**src/rtl/hazard_pkg.sv**
```systemverilog
// Shared types and constants for the load-use hazard controller and operand forwarding.
package hazard_pkg;

  typedef enum logic {
    IDLE = 1'b0,
    HOLD = 1'b1
  } hz_state_e;

  // Control word loaded into the DE buffer when a bubble is injected.
  localparam logic [12:0] NOP_CTRL = 13'b0;

  // Forwarding sources are ordered youngest first: index 0 is EM, the highest index is MW.
  localparam int SRC_EM = 0;

  localparam int REM_W = 4;

endpackage

```
**src/rtl/hazard_forward_unit_fwd_mux.sv**
```systemverilog
// NSRC-way priority operand matcher: the youngest matching source wins, else the fall-back operand.
module fwd_mux
  import hazard_pkg::*;
#(
  parameter int DATA_W = 16,
  parameter int RA_W   = 3,
  parameter int NSRC   = 2
) (
  input  logic [RA_W-1:0]        rs_i,
  input  logic [DATA_W-1:0]      fallback_i,
  input  logic [NSRC-1:0]        we_i,
  input  logic [NSRC*RA_W-1:0]   wa_i,
  input  logic [NSRC*DATA_W-1:0] data_i,
  output logic [DATA_W-1:0]      data_o
);

  // Scan oldest to youngest so a younger match overrides any older one.
  always_comb begin
    data_o = fallback_i;
    for (int i = NSRC - 1; i >= SRC_EM; i--) begin
      if (we_i[i] && (wa_i[i*RA_W +: RA_W] == rs_i)) begin
        data_o = data_i[i*DATA_W +: DATA_W];
      end
    end
  end

endmodule

```
**src/rtl/hazard_forward_unit.sv**
```systemverilog
// Execute-stage operand forwarding plus a load-use stall/bubble controller with a saturating stall counter.
module hazard_forward_unit
  import hazard_pkg::*;
#(
  parameter int DATA_W   = 16,
  parameter int RA_W     = 3,
  parameter int NSRC     = 2,
  parameter int LOAD_LAT = 1,
  parameter int CNT_W    = 16
) (
  input  logic                     clk,
  input  logic                     reset,
  input  logic [RA_W-1:0]          ex_rs1,
  input  logic [RA_W-1:0]          ex_rs2,
  input  logic [DATA_W-1:0]        ex_rd1,
  input  logic [DATA_W-1:0]        ex_rd2,
  input  logic [NSRC-1:0]          fwd_we,
  input  logic [NSRC*RA_W-1:0]     fwd_wa,
  input  logic [NSRC*DATA_W-1:0]   fwd_data,
  input  logic                     ex_valid,
  input  logic                     ex_mem_read,
  input  logic [RA_W-1:0]          ex_rd,
  input  logic                     id_valid,
  input  logic                     id_uses_rs2,
  input  logic [RA_W-1:0]          id_rs1,
  input  logic [RA_W-1:0]          id_rs2,
  input  logic                     flush,
  output logic [DATA_W-1:0]        fu_data1,
  output logic [DATA_W-1:0]        fu_data2,
  output logic                     stall,
  output logic                     bubble,
  output logic [CNT_W-1:0]         stall_count
);

  localparam logic [REM_W-1:0] HOLD_INIT = REM_W'(LOAD_LAT - 1);
  localparam logic [CNT_W-1:0] CNT_MAX   = {CNT_W{1'b1}};

  hz_state_e         state_q, state_d;
  logic [REM_W-1:0]  rem_q, rem_d;
  logic [CNT_W-1:0]  cnt_q, cnt_d;
  logic              hit;
  logic              stall_w;

  fwd_mux #(.DATA_W(DATA_W), .RA_W(RA_W), .NSRC(NSRC)) u_fwd1 (
    .rs_i       (ex_rs1),
    .fallback_i (ex_rd1),
    .we_i       (fwd_we),
    .wa_i       (fwd_wa),
    .data_i     (fwd_data),
    .data_o     (fu_data1)
  );

  fwd_mux #(.DATA_W(DATA_W), .RA_W(RA_W), .NSRC(NSRC)) u_fwd2 (
    .rs_i       (ex_rs2),
    .fallback_i (ex_rd2),
    .we_i       (fwd_we),
    .wa_i       (fwd_wa),
    .data_i     (fwd_data),
    .data_o     (fu_data2)
  );

  assign hit = ex_valid & ex_mem_read & id_valid &
               ((ex_rd == id_rs1) | (id_uses_rs2 & (ex_rd == id_rs2)));

  // A flush kills the decode instruction, so it always cancels the stall for that cycle.
  always_comb begin
    stall_w = 1'b0;
    if (!reset) begin
      case (state_q)
        IDLE:    stall_w = hit & ~flush;
        HOLD:    stall_w = ~flush;
        default: stall_w = 1'b0;
      endcase
    end
  end

  assign stall  = stall_w;
  assign bubble = stall_w;

  always_comb begin
    state_d = state_q;
    rem_d   = rem_q;
    case (state_q)
      IDLE: begin
        if (hit && !flush && (LOAD_LAT > 1)) begin
          state_d = HOLD;
          rem_d   = HOLD_INIT;
        end
      end
      HOLD: begin
        if (flush || (rem_q == REM_W'(1))) begin
          state_d = IDLE;
          rem_d   = '0;
        end else begin
          rem_d = rem_q - REM_W'(1);
        end
      end
      default: begin
        state_d = IDLE;
        rem_d   = '0;
      end
    endcase
  end

  assign cnt_d = (stall_w && (cnt_q != CNT_MAX)) ? cnt_q + CNT_W'(1) : cnt_q;

  always_ff @(posedge clk or posedge reset) begin
    if (reset) begin
      state_q <= IDLE;
      rem_q   <= '0;
      cnt_q   <= '0;
    end else begin
      state_q <= state_d;
      rem_q   <= rem_d;
      cnt_q   <= cnt_d;
    end
  end

  assign stall_count = cnt_q;

endmodule

```
**config.mk**
```make
export PLATFORM = sky130hd
export DESIGN_NAME = hazard_forward_unit
export DESIGN_NICKNAME = d
export VERILOG_FILES = /design/src/rtl/hazard_pkg.sv /design/src/rtl/hazard_forward_unit_fwd_mux.sv /design/src/rtl/hazard_forward_unit.sv
export SDC_FILE = /design/constraint.sdc
export NUM_CORES = 1
export LEC_CHECK = 0
export CORE_UTILIZATION = 38
export CTS_CLUSTER_DIAMETER = 30
export DETAILED_ROUTE_END_ITERATION = 8
export PLACE_DENSITY = 0.86
export SETUP_SLACK_MARGIN = 0.15
export SYNTH_ARGS = -nofsm -noshare
export SYNTH_HDL_FRONTEND = slang
export SYNTH_HIERARCHICAL = 1
export SYNTH_SLANG_ARGS = --single-unit
```
**constraint.sdc**
```tcl
create_clock -name clk -period 5.2 [get_ports clk]
set_input_delay 1.04 -clock clk [delete_from_list [all_inputs] [get_ports clk]]
set_output_delay 1.04 -clock clk [all_outputs]
set_load 0.005 [all_outputs]
```
==> flow_summary.toml, run 1 <==
[placement]
place_hpwl_mm = 5.509
gp_routability_congestion = 0.8326
portBuffers = 143
place_area_mm2 = 0.003422

[synthesis]
ys_top_cells_by_area = "dfrtp_1, mux2i_1, xnor2_1"
synth_warnings = 6
syn_nets = 328
syn-instance-count = 231
yosysSeqAreaShare = 0.2677
synthArstFlopShare = 1.000
avgSynthCellArea_um2 = 8.498
synth_flop_cell = "dfrtp_1"
yosysTopAreaCell = "dfrtp_1"
synth_edf_count = 0
ys_ff_latch = 21
syn_area_mm2 = 0.001963
yosysUniqueCellTypes = 34
yosysTopAreaCellShare = 0.2677

[final_layout]
fin_area_mm2 = 0.003467
register_area_um2 = 525.5
layout.nets = 467
multi_input_area_mm2 = 0.001336
n_antenna_cell = 0
drive_gt1_frac = 0.03252
syn_to_final_growth_pct = 76.61
fill_cells = 376

[critical_path]
crit_top_cell = "clkdlybuf4s50_1"
critical_path_buf_inv_count = 2
worst-r2r-setup-slack_ps = 2730
cp_slowest_cell = "clkdlybuf4s50_1"
end_kind = "primary output"
critical_path_class = "in -> out"
path_delay_family = "buffers and inverters"
r2r_cells = 6
crit_cells = 5
max_stage_delay_ps = 600
path_max_fanout = 16
cp.arrival_ps = 3230
rr_endpoint = "stall_count[1]"
crit_chain = "clkdlybuf4s50_1, xor2_1, or4_4, a21boi_4, clkdlybuf4s50_1"
r2r-start = "stall_count[0]"
required_ps = 4160
cp-start-kind = "input port"
cp-startpoint = "ex_rd[2]"
cp-endpoint = "bubble"

[detailed_routing]
via_per_inst = 5.222
drt-total-wl_mm = 6.746
wl_per_cell_um = 15.47
vias = 2277
dr.pass1.iters = 4
drt_iter0_markers = 88
remaining_drc_errors = 0
postRouteAntennaNets = 0

[global_routing]
grt_max_degree = 33
overflow = 0
grt_pass1_wl_mm = 10.14
first_global_vias = 2171
antenna_found_initial = 0
grt_util_all_layers = 0.2415

[sta]
worst_pin_slew_ps = 810.3
fin_worst_skew_ps = 2.249
slew_violations = 0
hold_violations = 0
min_period_over_period = 0.8203
setup-violations-final = 0
slew-limit-headroom = 0.4529
setup_tns_ps = 0
finalCriticalPeriod_ps = 4266
rsz0062_at_grt = "false"
fmax_mhz = 234.4

[cts]
cts_max_path_buffers = 2
cts_setup_buffers = 0
cts_tree = "built"
htree_levels = 1
clk_pin_slew_ps = 70
cts_inserted_buffers = 3
root_buffer = "clkbuf_8"
clk_latency_ps = 260
cts_sinks = 21
postCtsHoldBufs = 0
cts_resized = 0

[power_and_ir_drop]
p_per_area_mw_per_mm2 = 141.9
swShare = 0.2594
p_int_w = 0.0003645
p_clk_frac = 0.212
peakVddDrop_mv = 0.1719
pwr-share-comb = 0.440
leakage_nw = 1.548
power.switching_w = 0.0001276
pwr-share-seq = 0.348

[floorplan]
die-area_mm2 = 0.005458
rows = 25
initial_utilization = 0.4049
die_w_um = 73.88
ios = 144
core_mm2 = 0.004848
die_height_um = 73.88

[status]
status = "completed"

[hold_path]
min_path_type = "reg -> reg"

[run]
maxCapViolations = 0
-- placed cells by master, fill, tap and decap left out, drive strengths merged, types with 3 or more instances in the layout --
cell type / instances
nand4: 14
ha: 3
nand2: 5
o21ai: 4
nand3: 6
dfrtp: 21
a21oi: 33
xnor2: 27
clkdlybuf4s50: 143
clkbuf: 4
inv: 8
and3: 6
nor2: 36
xor2: 3
a31oi: 3
mux2i: 33
-- logic make-up (layout without fill, tap and decap cells) --
group / after synthesis / in the layout / share of synthesized area
simple gates: 77 / 77 / 0.2116
compound gates: 46 / 46 / 0.1345
mux: 35 / 35 / 0.1816
xor+xnor: 30 / 30 / 0.1338
flops: 21 / 21 / 0.2677
buf+inv: 19 / 157 / 0.05162
fa+ha+maj: 3 / 3 / 0.01912
-- state kept, by name, summed over array words and instances, names as in the netlist --
register     cells
state_q          1
rem_q            4
stall_count     16
-- power groups by stage --
stage	Combinational [W]	Sequential, W	Clock, W
after floorplan	0.0000715	0.000174	0
after global placement	0.000214	0.000174	0
after detailed placement	0.000217	0.000175	0
after CTS	0.000218	0.000171	0.000109
after global routing	0.000233	0.000172	0.000115
final	0.000217	0.000171	0.000104
-- metrics by stage --
stage,worst slack [ps],power [W],hold slack (ps),utilization,instances
after floorplan,1959,0.0002454,487.9,-,231
after global placement,943.2,0.0003887,484.9,0.7058,432
after detailed placement,935.0,0.0003917,501.0,0.7058,432
after CTS,926.6,0.0004980,510.7,0.7151,436
after global routing,827.1,0.0005198,537.4,0.7151,436
final,934.2,0.0004921,507.9,0.7151,436
-- per-layer routing --
metal / global-route usage / vias up / part of all wire
li1: - / 1101 / -
met1: 0.2565 / 1050 / 0.36
met2: 0.4536 / 109 / 0.51
met3: 0.05487 / 17 / 0.095
met4: 0.1004 / 0 / 0.034
met5: 0 / - / 0
-- cell usage after synthesis (4+ instances only) --
| cell type | count |
|---|---|
| and3_1 | 6 |
| clkbuf_1 | 4 |
| nand2_1 | 5 |
| nor2_1 | 36 |
| inv_1 | 8 |
| xnor2_1 | 27 |
| a21oi_1 | 33 |
| o21ai_0 | 4 |
| nand3_1 | 6 |
| mux2i_1 | 33 |
| dfrtp_1 | 21 |
| nand4_1 | 12 |
-- worst reg2reg max path: stages, from the launching register on --
cell     delay [ps]
dfrtp_1         430
ha_1            240
nand2_1         120
nor4_2          430
nand4_1         530
nand2_1         300
mux2_4          320
-- layout make-up --
| class | count | share of cell area |
|---|---|---|
| inverters | 8 | 0.008661 |
| multi-input cells | 191 | 0.3854 |
| well taps | 67 | 0.02418 |
| repair buffers | 145 | 0.4172 |
| flip-flops and latches | 21 | 0.1516 |
| clock buffers | 4 | 0.01299 |
-- worst min path at each step --
| stage | start | to | slack, ps | depth (start not counted) |
|---|---|---|---|---|
| finish | stall_count[10] | stall_count[10] | 510 | 1 |
| global route | stall_count[11] | stall_count[11] | 540 | 1 |
| CTS | stall_count[10] | stall_count[10] | 510 | 1 |
| detailed placement | stall_count[10] | stall_count[10] | 500 | 1 |
| global placement | stall_count[11] | stall_count[11] | 480 | 1 |
| floorplan | stall_count[11] | stall_count[11] | 490 | 1 |
(Power assumes the default switching activity.)
==> inputs of run 2 (changes only) <==
Settings changed: CORE_UTILIZATION 38 to 35, PLACE_DENSITY 0.86 to 0.8.
Clock period 5.2 ns to 4.2 ns, I/O delays scaled along.
==> flow_summary.toml, run 2 (synthesis gave the netlist of run 1 again) <==
[floorplan]
initial_utilization = 0.3748
rows = 26
core_mm2 = 0.005238
die_height_um = 76.89
die-area_mm2 = 0.005912
die_w_um = 76.89
ios = 144

[cts]
root_buffer = "clkbuf_8"
cts_max_path_buffers = 2
cts_inserted_buffers = 3
cts_sinks = 21
clk_latency_ps = 270
postCtsHoldBufs = 0
clk_pin_slew_ps = 80
cts_tree = "built"
cts_setup_buffers = 0
htree_levels = 1
cts_resized = 0

[final_layout]
layout.nets = 468
syn_to_final_growth_pct = 78.46
finish.utilization = 0.6689
fin_area_mm2 = 0.003503
largest_register_ffs = 16
drive_gt1_frac = 0.03514
fill_cells = 446
final_cell_mix = "clkdlybuf4s50_1, nor2_1, a21oi_1, mux2i_1, xnor2_1"
layout_commonest_cell = "clkdlybuf4s50_1"
n_antenna_cell = 0

[sta]
layout_setup_ws_ps = 369.7
setup_tns_ps = 0
fin_worst_skew_ps = 3.963
finalCriticalPeriod_ps = 3830
min_period_over_period = 0.9120
hold_ws_ps = 509.9
hold_violations = 0
slew-limit-headroom = 0.4559
slew_violations = 0
fmax_mhz = 261.1
setup-violations-final = 0
worst_pin_slew_ps = 805.9
rsz0062_at_grt = "false"

[placement]
portBuffers = 143
place_hpwl_mm = 5.681
post-place-ws_ps = 379.2
gp_routability_congestion = 0.8610
place_area_mm2 = 0.003458

[power_and_ir_drop]
peakVddDrop_mv = 0.1981
p_per_area_mw_per_mm2 = 177.5
leakage_nw = 1.566

[hold_path]
worstHoldStart = "stall_count[11]"
min_to = "stall_count[11]"
hold_depth = 1
min_path_type = "reg -> reg"

[detailed_routing]
vias = 2265
dr.pass1.iters = 4
drt-total-wl_mm = 7.072
postRouteAntennaNets = 0
remaining_drc_errors = 0
drt_iter0_markers = 66
via_per_inst = 5.148
wl_per_cell_um = 16.07

[critical_path]
required_ps = 3360
end_kind = "primary output"
cp.arrival_ps = 2990
crit_chain = "clkdlybuf4s50_1, xnor2_1, nand4_4, mux2i_1, a21oi_1, clkdlybuf4s50_1"
rr_endpoint = "stall_count[1]"
r2r-start = "stall_count[0]"
worst-r2r-setup-slack_ps = 1760
critical_path_class = "in -> out"
crit_top_cell = "clkdlybuf4s50_1"
r2r_cells = 6
cp_slowest_cell = "clkdlybuf4s50_1"
max_stage_delay_ps = 550
cp-start-kind = "input port"
path_max_fanout = 16

[global_routing]
grt_max_degree = 29
grt_pass1_wl_mm = 11.17
grt_util_all_layers = 0.2344
antenna_found_initial = 0
overflow = 0
first_global_vias = 2161

[run]
maxCapViolations = 0

[status]
status = "completed"
-- run 2: final cells by class --
| type | instances | area (um^2) | area share |
|---|---|---|---|
| repair buffers | 146 | 1479 | 0.4221 |
| multi-input cells | 191 | 1336 | 0.3814 |
| flip-flops and latches | 21 | 525.5 | 0.1500 |
| well taps | 70 | 87.58 | 0.02500 |
| clock buffers | 4 | 45.04 | 0.01286 |
| inverters | 8 | 30.03 | 0.008571 |
-- run 2: critical path, delay by kind of cell --
family / cells / cell delay (ps)
buf+inv: 2 / 1030
simple gates: 1 / 410
xor+xnor: 1 / 300
mux: 1 / 220
compound gates: 1 / 180
-- run 2: report_power, final --
group	total (W)	leakage [nW]	switching, W	internal [W]
Combinational	0.000274	1.26	0.0000935	0.000180
Sequential	0.000212	0.282	0.00000638	0.000206
Clock	0.000135	0.0228	0.0000677	0.0000678
-- run 2: layer usage --
metal  part of all wire  vias up  GRT usage
li1                   -     1113          -
met1               0.40     1047     0.2777
met2               0.50       94     0.4214
met3              0.076       11    0.04881
met4              0.019        0    0.06731
met5                  0        -          0
-- run 2: worst max path at each step --
stage	startpoint	end	slack [ps]	cells past startpoint
final	fwd_wa[5]	fu_data2[4]	370	6
after global routing	ex_rs2[1]	fu_data2[0]	280	6
after CTS	fwd_wa[3]	fu_data2[4]	370	6
after detailed placement	fwd_wa[3]	fu_data2[4]	380	6
after global placement	ex_rd[2]	stall	450	5
after floorplan	ex_rd[2]	stall	1360	5
-- run 2: stage by stage --
stage | total power, W | instances
after floorplan | 0.0003038 | 231
after global placement | 0.0004838 | 436
after detailed placement | 0.0004888 | 436
after CTS | 0.0006233 | 440
after global routing | 0.0006519 | 440
final | 0.0006217 | 440
==> inputs of run 3 (changes only) <==
Settings changed: REMOVE_ABC_BUFFERS set to 1, SKIP_CTS_REPAIR_TIMING set to 1.
==> flow_summary.toml, run 3 (synthesis gave the netlist of run 1 again) <==
[critical_path]
crit_top_cell = "clkdlybuf4s50_1"
required_ps = 3360
path_max_fanout = 16
cp_slowest_cell = "clkdlybuf4s50_1"
end_kind = "primary output"
max_stage_delay_ps = 550
critical_path_class = "in -> out"
r2r-start = "stall_count[1]"
path_delay_family = "buffers and inverters"
cp.arrival_ps = 2960
cp-start-kind = "input port"
cp-startpoint = "fwd_wa[5]"
critical_path_buf_inv_count = 2
crit_chain = "clkdlybuf4s50_1, xnor2_1, nand4_4, mux2i_1, a21oi_1, clkdlybuf4s50_1"

[power_and_ir_drop]
pwr-share-comb = 0.440
p_per_area_mw_per_mm2 = 177.3
p_total_w = 0.0006191
leakage_nw = 1.562
p_int_w = 0.0004512
swShare = 0.2711
pwr-share-seq = 0.343
p_clk_frac = 0.217
peakVddDrop_mv = 0.1862
power.switching_w = 0.0001679

[detailed_routing]
drt_iter0_markers = 136
drt-total-wl_mm = 7.196
postRouteAntennaNets = 0
wl_met1_mm = 3.122
remaining_drc_errors = 0
wl_per_cell_um = 16.35
dr.max_layer_used = "met4"
vias = 2296
route.met3.wl_um = 518
via_per_inst = 5.218
dr.pass1.iters = 4
route.met2.wl_mm = 3.516

[final_layout]
drive_gt1_frac = 0.03784
largest_register_ffs = 16
final_cell_mix = "clkdlybuf4s50_1, nor2_1, a21oi_1, mux2i_1, xnor2_1"
n_antenna_cell = 0
layout.nets = 468
layout_commonest_cell = "clkdlybuf4s50_1"
syn_to_final_growth_pct = 77.88

[sta]
finalCriticalPeriod_ps = 3798
min_period_over_period = 0.9043
fmax_mhz = 263.3
hold_violations = 0
rsz0062_at_grt = "false"
setup-violations-final = 0
slew_violations = 0
hold_ws_ps = 521.8
worst_pin_slew_ps = 810.7
slew-limit-headroom = 0.4527
setup_tns_ps = 0
fin_worst_skew_ps = 9.950

[global_routing]
first_global_vias = 2169
grt_pass1_wl_mm = 11.12
overflow = 0
grt_max_degree = 33
antenna_found_initial = 0
grt_util_all_layers = 0.2342

[run]
maxCapViolations = 0

[cts]
clk_latency_ps = 270
cts_inserted_buffers = 3
clk_pin_slew_ps = 70
root_buffer = "clkbuf_8"
htree_levels = 1
cts_tree = "built"
cts_sinks = 21
cts_max_path_buffers = 2

[hold_path]
min_path_type = "reg -> reg"
worstHoldStart = "stall_count[5]"

[placement]
place_hpwl_mm = 5.807
portBuffers = 143
gp_routability_congestion = 0.9154

[floorplan]
ios = 144
die_w_um = 76.89
rows = 26
core_mm2 = 0.005238
initial_utilization = 0.3748
die_height_um = 76.89
die-area_mm2 = 0.005912

[status]
status = "completed"
==> run 3: changes by cell type in the layout (fill, tap and decap cells not counted) <==
cell / before / now
buf_12: 2 / 1
buf_4: 1 / 2
clkbuf_1: 1 / 0
clkinv_2: 0 / 1
==> run 3: cell type report <==
cell class / instances / area [um^2]
clock buffers: 3 / 41.29
clock inverters: 1 / 5.005
fillers: 455 / 1745
inverters: 8 / 30.03
multi-input cells: 191 / 1336
flip-flops and latches: 21 / 525.5
well taps: 70 / 87.58
repair buffers: 146 / 1466
==> run 3: per-stage QoR <==
step | util | area, um^2 | setup slack, ps | std cells
6_report | 0.6667 | 3492 | 402.1 | 440
5_1_grt | 0.6667 | 3492 | 292.6 | 440
4_1_cts | 0.6667 | 3492 | 399.9 | 440
3_5_place_dp | 0.6579 | 3446 | 400.6 | 436
3_3_place_gp | 0.6579 | 3446 | 427.7 | 436
2_1_floorplan | - | 1892 | 1314 | 220
==> run 3: routing by layer <==
metal,global-route usage,vias up
met5,0,-
met4,0.02885,0
met3,0.03929,5
met2,0.4250,107
met1,0.2944,1076
li1,-,1108
==> run 3: final timing paths <==
path	endpoint	slack [ps]	depth (start not counted)
worst max-delay path	fu_data2[0]	400	6
worst min-delay path	stall_count[5]	520	1
worst max register to register	stall_count[1]	1690	6
worst min register to register	stall_count[5]	520	1
max in group asynchronous	stall_count[5]	2660	2
min in group asynchronous	stall_count[6]	1040	2
==> run 3: power groups by stage <==
stage / Clock (W) / Sequential, W / Combinational (W)
6_report: 0.000135 / 0.000212 / 0.000272
5_1_grt: 0.000143 / 0.000213 / 0.000291
4_1_cts: 0.000136 / 0.000212 / 0.000273
3_5_place_dp: 0 / 0.000216 / 0.000272
3_3_place_gp: 0 / 0.000216 / 0.000268
2_1_floorplan: 0 / 0.000215 / 0.0000853
